[config.mk]
export PLATFORM = sky130hd
export DESIGN_NAME = rr_mux_arbiter_flat
export DESIGN_NICKNAME = d
export VERILOG_FILES = /design/src/rtl/rr_mux_arbiter_if.sv /design/src/rtl/rr_mux_arbiter.sv /design/src/flat_wrapper.sv
export SDC_FILE = /design/constraint.sdc
export NUM_CORES = 1
export LEC_CHECK = 0
export ABC_CLOCK_PERIOD_IN_PS = 4200
export CORE_AREA = 4 4 91 93
export CTS_CLUSTER_DIAMETER = 40
export DETAILED_ROUTE_END_ITERATION = 8
export DIE_AREA = 0 0 95 97
export PLACE_DENSITY = 0.8
export SLEW_MARGIN = 20
export SYNTH_ARGS = -nofsm -noshare
export SYNTH_HDL_FRONTEND = slang
export SYNTH_SLANG_ARGS = --single-unit
[constraint.sdc]
create_clock -name clk -period 4.2 [get_ports clk]
set_clock_uncertainty 0.2 [all_clocks]
set_input_delay 0.63 -clock clk [delete_from_list [all_inputs] [get_ports clk]]
set_output_delay 0.63 -clock clk [all_outputs]
set_load 0.005 [all_outputs]
[src/rtl/rr_mux_arbiter_if.sv]
// rr_mux_arbiter_if: request/data bus from four requesters and the valid/ready output toward one consumer
interface rr_mux_arbiter_if #(parameter int DATA_WIDTH = 32);
  logic [3:0]            req;
  logic [DATA_WIDTH-1:0] data_0;
  logic [DATA_WIDTH-1:0] data_1;
  logic [DATA_WIDTH-1:0] data_2;
  logic [DATA_WIDTH-1:0] data_3;
  logic [3:0]            gnt;
  logic [1:0]            sel;
  logic                  out_valid;
  logic                  out_ready;
  logic [DATA_WIDTH-1:0] out_data;
  modport master (
    output req, data_0, data_1, data_2, data_3, out_ready,
    input  gnt, sel, out_valid, out_data
  );
  modport slave (
    input  req, data_0, data_1, data_2, data_3, out_ready,
    output gnt, sel, out_valid, out_data
  );
endinterface

[src/rtl/rr_mux_arbiter.sv]
// rr_mux_arbiter: round-robin pick of one of four requesters into a registered valid/ready output
module rr_mux_arbiter #(
  parameter int DATA_WIDTH = 32
) (
  input logic            clk,
  input logic            rst,
  rr_mux_arbiter_if.slave bus
);
  typedef enum logic {IDLE, BUSY} state_t;
  state_t                r_state;
  state_t                w_state_next;
  logic [1:0]            r_ptr;
  logic [1:0]            r_sel;
  logic [DATA_WIDTH-1:0] r_data;
  logic [7:0]            w_req2;
  logic [3:0]            w_rot;
  logic [1:0]            w_off;
  logic [1:0]            w_win;
  logic                  w_cap;
  logic [DATA_WIDTH-1:0] w_data;
  // w_rot[k] is the request of index ptr+k, so the lowest set bit is the round-robin winner
  assign w_req2 = {bus.req, bus.req};
  assign w_rot  = w_req2[r_ptr +: 4];
  assign w_off  = w_rot[0] ? 2'd0 : w_rot[1] ? 2'd1 : w_rot[2] ? 2'd2 : 2'd3;
  assign w_win  = r_ptr + w_off;
  assign w_cap  = (|bus.req) && (r_state == IDLE || bus.out_ready);
  assign w_data = w_win == 2'd0 ? bus.data_0 :
                  w_win == 2'd1 ? bus.data_1 :
                  w_win == 2'd2 ? bus.data_2 : bus.data_3;
  assign bus.gnt       = (w_cap && !rst) ? 4'b0001 << w_win : 4'b0000;
  assign bus.sel       = r_sel;
  assign bus.out_valid = r_state == BUSY;
  assign bus.out_data  = r_data;
  // next state: capture always fills the output; an accept with nothing new empties it
  always_comb begin
    w_state_next = r_state;
    if (w_cap) w_state_next = BUSY;
    else if (r_state == BUSY && bus.out_ready) w_state_next = IDLE;
  end
  // state register; reset discards any held word
  always_ff @(posedge clk or posedge rst) begin
    if (rst) r_state <= IDLE;
    else r_state <= w_state_next;
  end
  // capture the winner's word and move priority just past the winner
  always_ff @(posedge clk or posedge rst) begin
    if (rst) begin
      r_ptr  <= 2'd0;
      r_sel  <= 2'd0;
      r_data <= '0;
    end else if (w_cap) begin
      r_ptr  <= w_win + 2'd1;
      r_sel  <= w_win;
      r_data <= w_data;
    end
  end
endmodule

[src/flat_wrapper.sv]
// flat-port wrapper written by rule: the top's interface ports become plain ports
module rr_mux_arbiter_flat 
#(
  parameter int DATA_WIDTH = 32
)
  (clk, rst, bus_req, bus_data_0, bus_data_1, bus_data_2, bus_data_3, bus_out_ready, bus_gnt, bus_sel, bus_out_valid, bus_out_data);
  rr_mux_arbiter_if #(.DATA_WIDTH(DATA_WIDTH)) bus_i ();
  input logic clk;
  input logic rst;
  input wire logic [$bits(bus_i.req)-1:0] bus_req;
  input wire logic [$bits(bus_i.data_0)-1:0] bus_data_0;
  input wire logic [$bits(bus_i.data_1)-1:0] bus_data_1;
  input wire logic [$bits(bus_i.data_2)-1:0] bus_data_2;
  input wire logic [$bits(bus_i.data_3)-1:0] bus_data_3;
  input wire logic [$bits(bus_i.out_ready)-1:0] bus_out_ready;
  output wire logic [$bits(bus_i.gnt)-1:0] bus_gnt;
  output wire logic [$bits(bus_i.sel)-1:0] bus_sel;
  output wire logic [$bits(bus_i.out_valid)-1:0] bus_out_valid;
  output wire logic [$bits(bus_i.out_data)-1:0] bus_out_data;
  assign bus_i.req = bus_req;
  assign bus_i.data_0 = bus_data_0;
  assign bus_i.data_1 = bus_data_1;
  assign bus_i.data_2 = bus_data_2;
  assign bus_i.data_3 = bus_data_3;
  assign bus_i.out_ready = bus_out_ready;
  assign bus_gnt = bus_i.gnt;
  assign bus_sel = bus_i.sel;
  assign bus_out_valid = bus_i.out_valid;
  assign bus_out_data = bus_i.out_data;
  rr_mux_arbiter #(.DATA_WIDTH(DATA_WIDTH)) u_core (.clk(clk), .rst(rst), .bus(bus_i));
endmodule
Yosys cells after proc, flatten, opt, wreduce, memory -nomap -nowiden
Cells that the tools add are included.
- $add $sub $neg: 2
- equality and inequality tests: 2
- shifts and indexed selects: 2
- muxes and demuxes: 9
- bitwise logic cells: 1
- reductions and logical operators: 8
- operators by type and width (kind ; number):
    32-bit 2-to-1 mux ; 3
    8-bit by 3-bit variable part select with 3-bit output ; 1
    2-bit 2-to-1 mux ; 2
    4-bit 2-to-1 mux ; 1
    4-bit OR reduction ; 1
    1-bit by 2-bit left shift with 4-bit output, first input constant ; 1
    1-bit logical AND ; 3
    1-bit 2-to-1 mux ; 3
    2-bit by 1-bit adder with 2-bit output, second input constant ; 1
    2-bit adder ; 1
    2-bit by 1-bit == test with 1-bit output, second input constant ; 1
    2-bit == test, second input constant ; 1
    2-bit zero test ; 1
    2-bit nonzero test ; 1
    1-bit zero test ; 1
    1-bit logical OR ; 1
    1-bit NOT ; 1
- flip-flop bits (word level): 37
- bits of input ports: 135
- output and inout port bits: 39

Longest topological paths before layout
Gate-level depths: netlist of the first run.
- depth after elaboration: 9
- gate-level depth with buffers: 16
- gate-level depth less buffers: 13

Worst setup path after synthesis of the first run
OpenSTA, ideal clock, no wires.
- kind: input port to output port
- start: in bus_req[3]
- end: out bus_gnt[0]
- arrival time: 2552 ps
- setup slack: 818 ps
- cell stages on the path: 12
- path buffers: 2
- cell sequence: nand2b_1 -> o221ai_1 -> o21ai_0 -> o311ai_0 -> ha_1 -> inv_1 -> a21oi_1 -> or2_1 -> ha_1 -> clkbuf_2 -> buf_1 -> and3_1
- cells in the longest elaborated chain, start to end: 7
- elaborated cells on any way between the ends: 10
- those cells by class: add/sub (1); shift (2); mux (4); reduce/logical (3)
- ends and longest elaborated chain (item ; RTL line ; source):
    start, declared ; flat_wrapper.sv:10 ; input wire logic [$bits(bus_i.req)-1:0] bus_req;
    8-bit by 3-bit variable part select with 3-bit output ; rr_mux_arbiter.sv:23 ; assign w_rot = w_req2[r_ptr +: 4];
    1-bit 2-to-1 mux ; rr_mux_arbiter.sv:24 ; assign w_off = w_rot[0] ? 2'd0 : w_rot[1] ? 2'd1 : w_rot[2] ? 2'd2 : 2'd3;
    2-bit 2-to-1 mux (2 in a row) ; rr_mux_arbiter.sv:24 ;
    2-bit adder ; rr_mux_arbiter.sv:25 ; assign w_win = r_ptr + w_off;
    1-bit by 2-bit left shift with 4-bit output ; rr_mux_arbiter.sv:30 ; assign bus.gnt = (w_cap && !rst) ? 4'b0001 << w_win : 4'b0000;
    4-bit 2-to-1 mux * ; rr_mux_arbiter.sv:30 ;
    end, declared ; flat_wrapper.sv:16 ; output wire logic [$bits(bus_i.gnt)-1:0] bus_gnt;
Mark *: on every way between the ends. The rest lies on a longest branch, timed or not.

Final worst setup path of the first run
- start: in bus_req[0]
- end: out bus_gnt[1]
The elaborated chain is that of the path after synthesis.

==> results.txt, run 1 <==
Post-DP HPWL - 6480 microns
worst min-delay path class - flip-flop to flip-flop
Starting Density - 33.7%
worst-path maximum fanout - 6
critical path type - input pin to primary output
Hold Buf Count CTS - 0
Residual DRC - 0
Core Area - 7530 sq um
final hold slack - 0.279 ns
vias in the first global route - 2719
#FFs+latches synth - 37
area leader, netlist - dfrtp_1
Die ar. - 9220 sq um
Final Cycle Share - 94.6%
post-synth cell types - 28
sw frac - 41.9%
most frequent CP cell - clkdlybuf4s50_1
global placement routability congestion - 0.763
area occupied by multi-input gates - 1490 sq um
status - complete, no violations
Yosys Warn Count - 0
startpoint types - input pin
post-CTS sizing - 0
Peak VDD IR - 0.486 mV
synth top area cells - dfrtp_1 (37%), mux2i_1 (25%), o21ai_0 (13%)
Clock transition at path regs - 0.07 ns
DRT iter0 DRCs - 59
DRT Pass-1 Iters - 4
Sink Count - 37
number of I/O port buffers - 173
Critical Path RT - 3.37 ns
CP Cell Sequence - clkdlybuf4s50_1 > nand2_1 > o221ai_1 > o21ai_0 > o311ai_0 > ha_1 > inv_1 > a21oi_1 > or2_1 > ha_2 > and3_1 > clkdlybuf4s50_1
CP max stage cell - clkdlybuf4s50_1
Worst setup EP type - primary output
fin crit period - 3.97 ns
via count - 2666
Slew Viols, Final - 0
I/O pin count - 174
final setup fails - 0
Post-CTS Setup Inserts - 0
Switch Pwr - 1.26 mW
cell family with most CP delay - buffers and inverters
clock buffer depth - 2
ant diodes - 0
relative slew slack - 61.0%
insertion delay to the later sink of the worst-skew pair - 0.29 ns
Clk Tree Root Cell - clkbuf_8
Final nets - 599
pin count of the biggest net entering global routing - 70
layout cells sized above 1 - 4.57%
max cap viols - 0
vias per inst - 4.74
unrepaired setup endpoints after global routing - no
Post-Synthesis Mean Instance Area - 8.54 sq um
GR Overflow Total - 0
TritonCTS buffer count - 5
H-tree depth - 2
area grow syn2layout - 74.0%
Mapped Cells - 297
initial antenna violation count - 0
WL per Instance - 14.4 microns
Total Routing Usage GR - 17.4%
Power Internal - 1.75 mW
syn_nets - 437
Seq pwr share - 21.1%
Power per Cell Area - 682 nW/um^2
Die Ht - 97 microns
worst slew pin tran - 0.585 ns
first-pass GRT wire length - 12700 microns
fmax - 252 MHz
Die Span X - 95 microns
aggregate negative setup slack - 0 ns
synthesized cell area - 2540 sq um
Leak - 1.76 nW
sequential element share of the synthesized area - 36.5%
most frequent cells in the layout - clkdlybuf4s50_1 (173), nand2_1 (74), mux2i_1 (64), o21ai_0 (64), dfrtp_1 (37)
FF-to-FF setup slack - 0.94 ns
Fill cells - 703
post-route ant nets - 0
Final Hold Violating Endpoints - 0
EDFF count, synth - 0
commonest non-fill, non-tap cell in the layout - clkdlybuf4s50_1
Gate power share - 70.8%
CTS tree - yes
CP bufs+invs - 3
clock share of power - 8.1%
Crit path arrival time - 3.14 ns
post-synth top area share - 36.5%
Core Rows - 32
final WL - 8080 microns
Top FF cell, synth - dfrtp_1
CP max stage delay - 0.57 ns
FF+latch area - 926 sq um
ys async rst share - 100%
[metrics by stage]
step	std cells	area, sq um	setup WS (ns)	utilization, %	total power, mW
floorplan	297	2540	0.818	-	2.06
global placement	554	4330	0.335	57.5	2.75
detailed placement	554	4330	0.234	57.5	2.82
CTS	562	4410	0.230	58.6	3.07
global route	562	4410	0.0258	58.6	3.31
finish	562	4410	0.228	58.6	3.01
[flip-flops by register name (all words and copies together), names as in the netlist]
| register | count |
|---|---|
| u_core.bus.out_valid | 1 |
| u_core.bus.sel | 2 |
| u_core.bus.out_data | 32 |
| u_core.r_ptr | 2 |
[synth_stat cells (2+ instances only)]
cell,count
o21ai_0,64
buf_4,2
and3_1,4
nand2_1,74
o21ai_1,3
nor2_1,3
dfrtp_1,37
buf_2,9
ha_1,5
clkbuf_1,9
a21oi_1,3
inv_1,4
mux2i_1,64
nand2b_1,2
[power by group through the flow]
stage	Clock [mW]	Sequential [mW]	Combinational, mW
3_3_place_gp	0	0.632	2.12
5_1_grt	0.271	0.662	2.38
3_5_place_dp	0	0.643	2.18
4_1_cts	0.253	0.636	2.18
6_report	0.244	0.634	2.13
2_1_floorplan	0	0.641	1.42
[layout make-up]
cell class,count,area share [%]
inverter,4,0.340
tap,102,2.89
clock buffer,5,1.56
timing repair buffer,178,40.1
sequential,37,21.0
clock inverter,3,0.397
multi-input combinational,233,33.7
[final timing paths]
| path | start | endpoint | cells after the start |
|---|---|---|---|
| min in group asynchronous | rst | u_core.bus.out_data[9] | 2 |
| setup reg to reg | u_core.r_ptr[0] | u_core.bus.out_data[6] | 14 |
| hold / removal | u_core.bus.out_data[0] | u_core.bus.out_data[0] | 2 |
| hold reg to reg | u_core.bus.out_data[0] | u_core.bus.out_data[0] | 2 |
| setup / recovery | bus_req[0] | bus_gnt[1] | 12 |
| max in group asynchronous | rst | u_core.bus.out_data[18] | 3 |
[per-layer routing]
metal  share of wire, %  track usage, %  vias to the layer above
met2                 53            32.0                      105
met3                7.5            5.29                        8
li1                   -               -                     1347
met1                 38            18.9                     1206
met5                  0               0                        -
met4                1.1            4.66                        0
[kinds of logic after synthesis]
group	after synthesis	share of synthesized area [%]
adders and majority gates	5	2.47
AOI/OAI and AO/OA	75	15.6
muxes	66	26.3
buffers and inverters	27	5.08
and+or+nand+nor	87	14.1
DFF	37	36.5
[worst register-to-register path, cell delays in order (launching register included)]
cell and delay (ns):
dfrtp_1 0.49, nand2b_1 0.20, o221ai_1 0.15, o21ai_0 0.11
o311ai_0 0.10, ha_1 0.21, inv_1 0.05, and3_4 0.15
nor2_1 0.16, ha_2 0.20, buf_4 0.47, mux2i_1 0.27
o21ai_0 0.11, mux2i_1 0.14, o21ai_0 0.10
Power figures use the tool's default switching activity.
==> inputs of run 2 (changes only) <==
CTS_CLUSTER_DIAMETER = 120   (was 40)
==> results of run 2 <==
No change in the layout: final DEF, timing and power equal those of run 1.
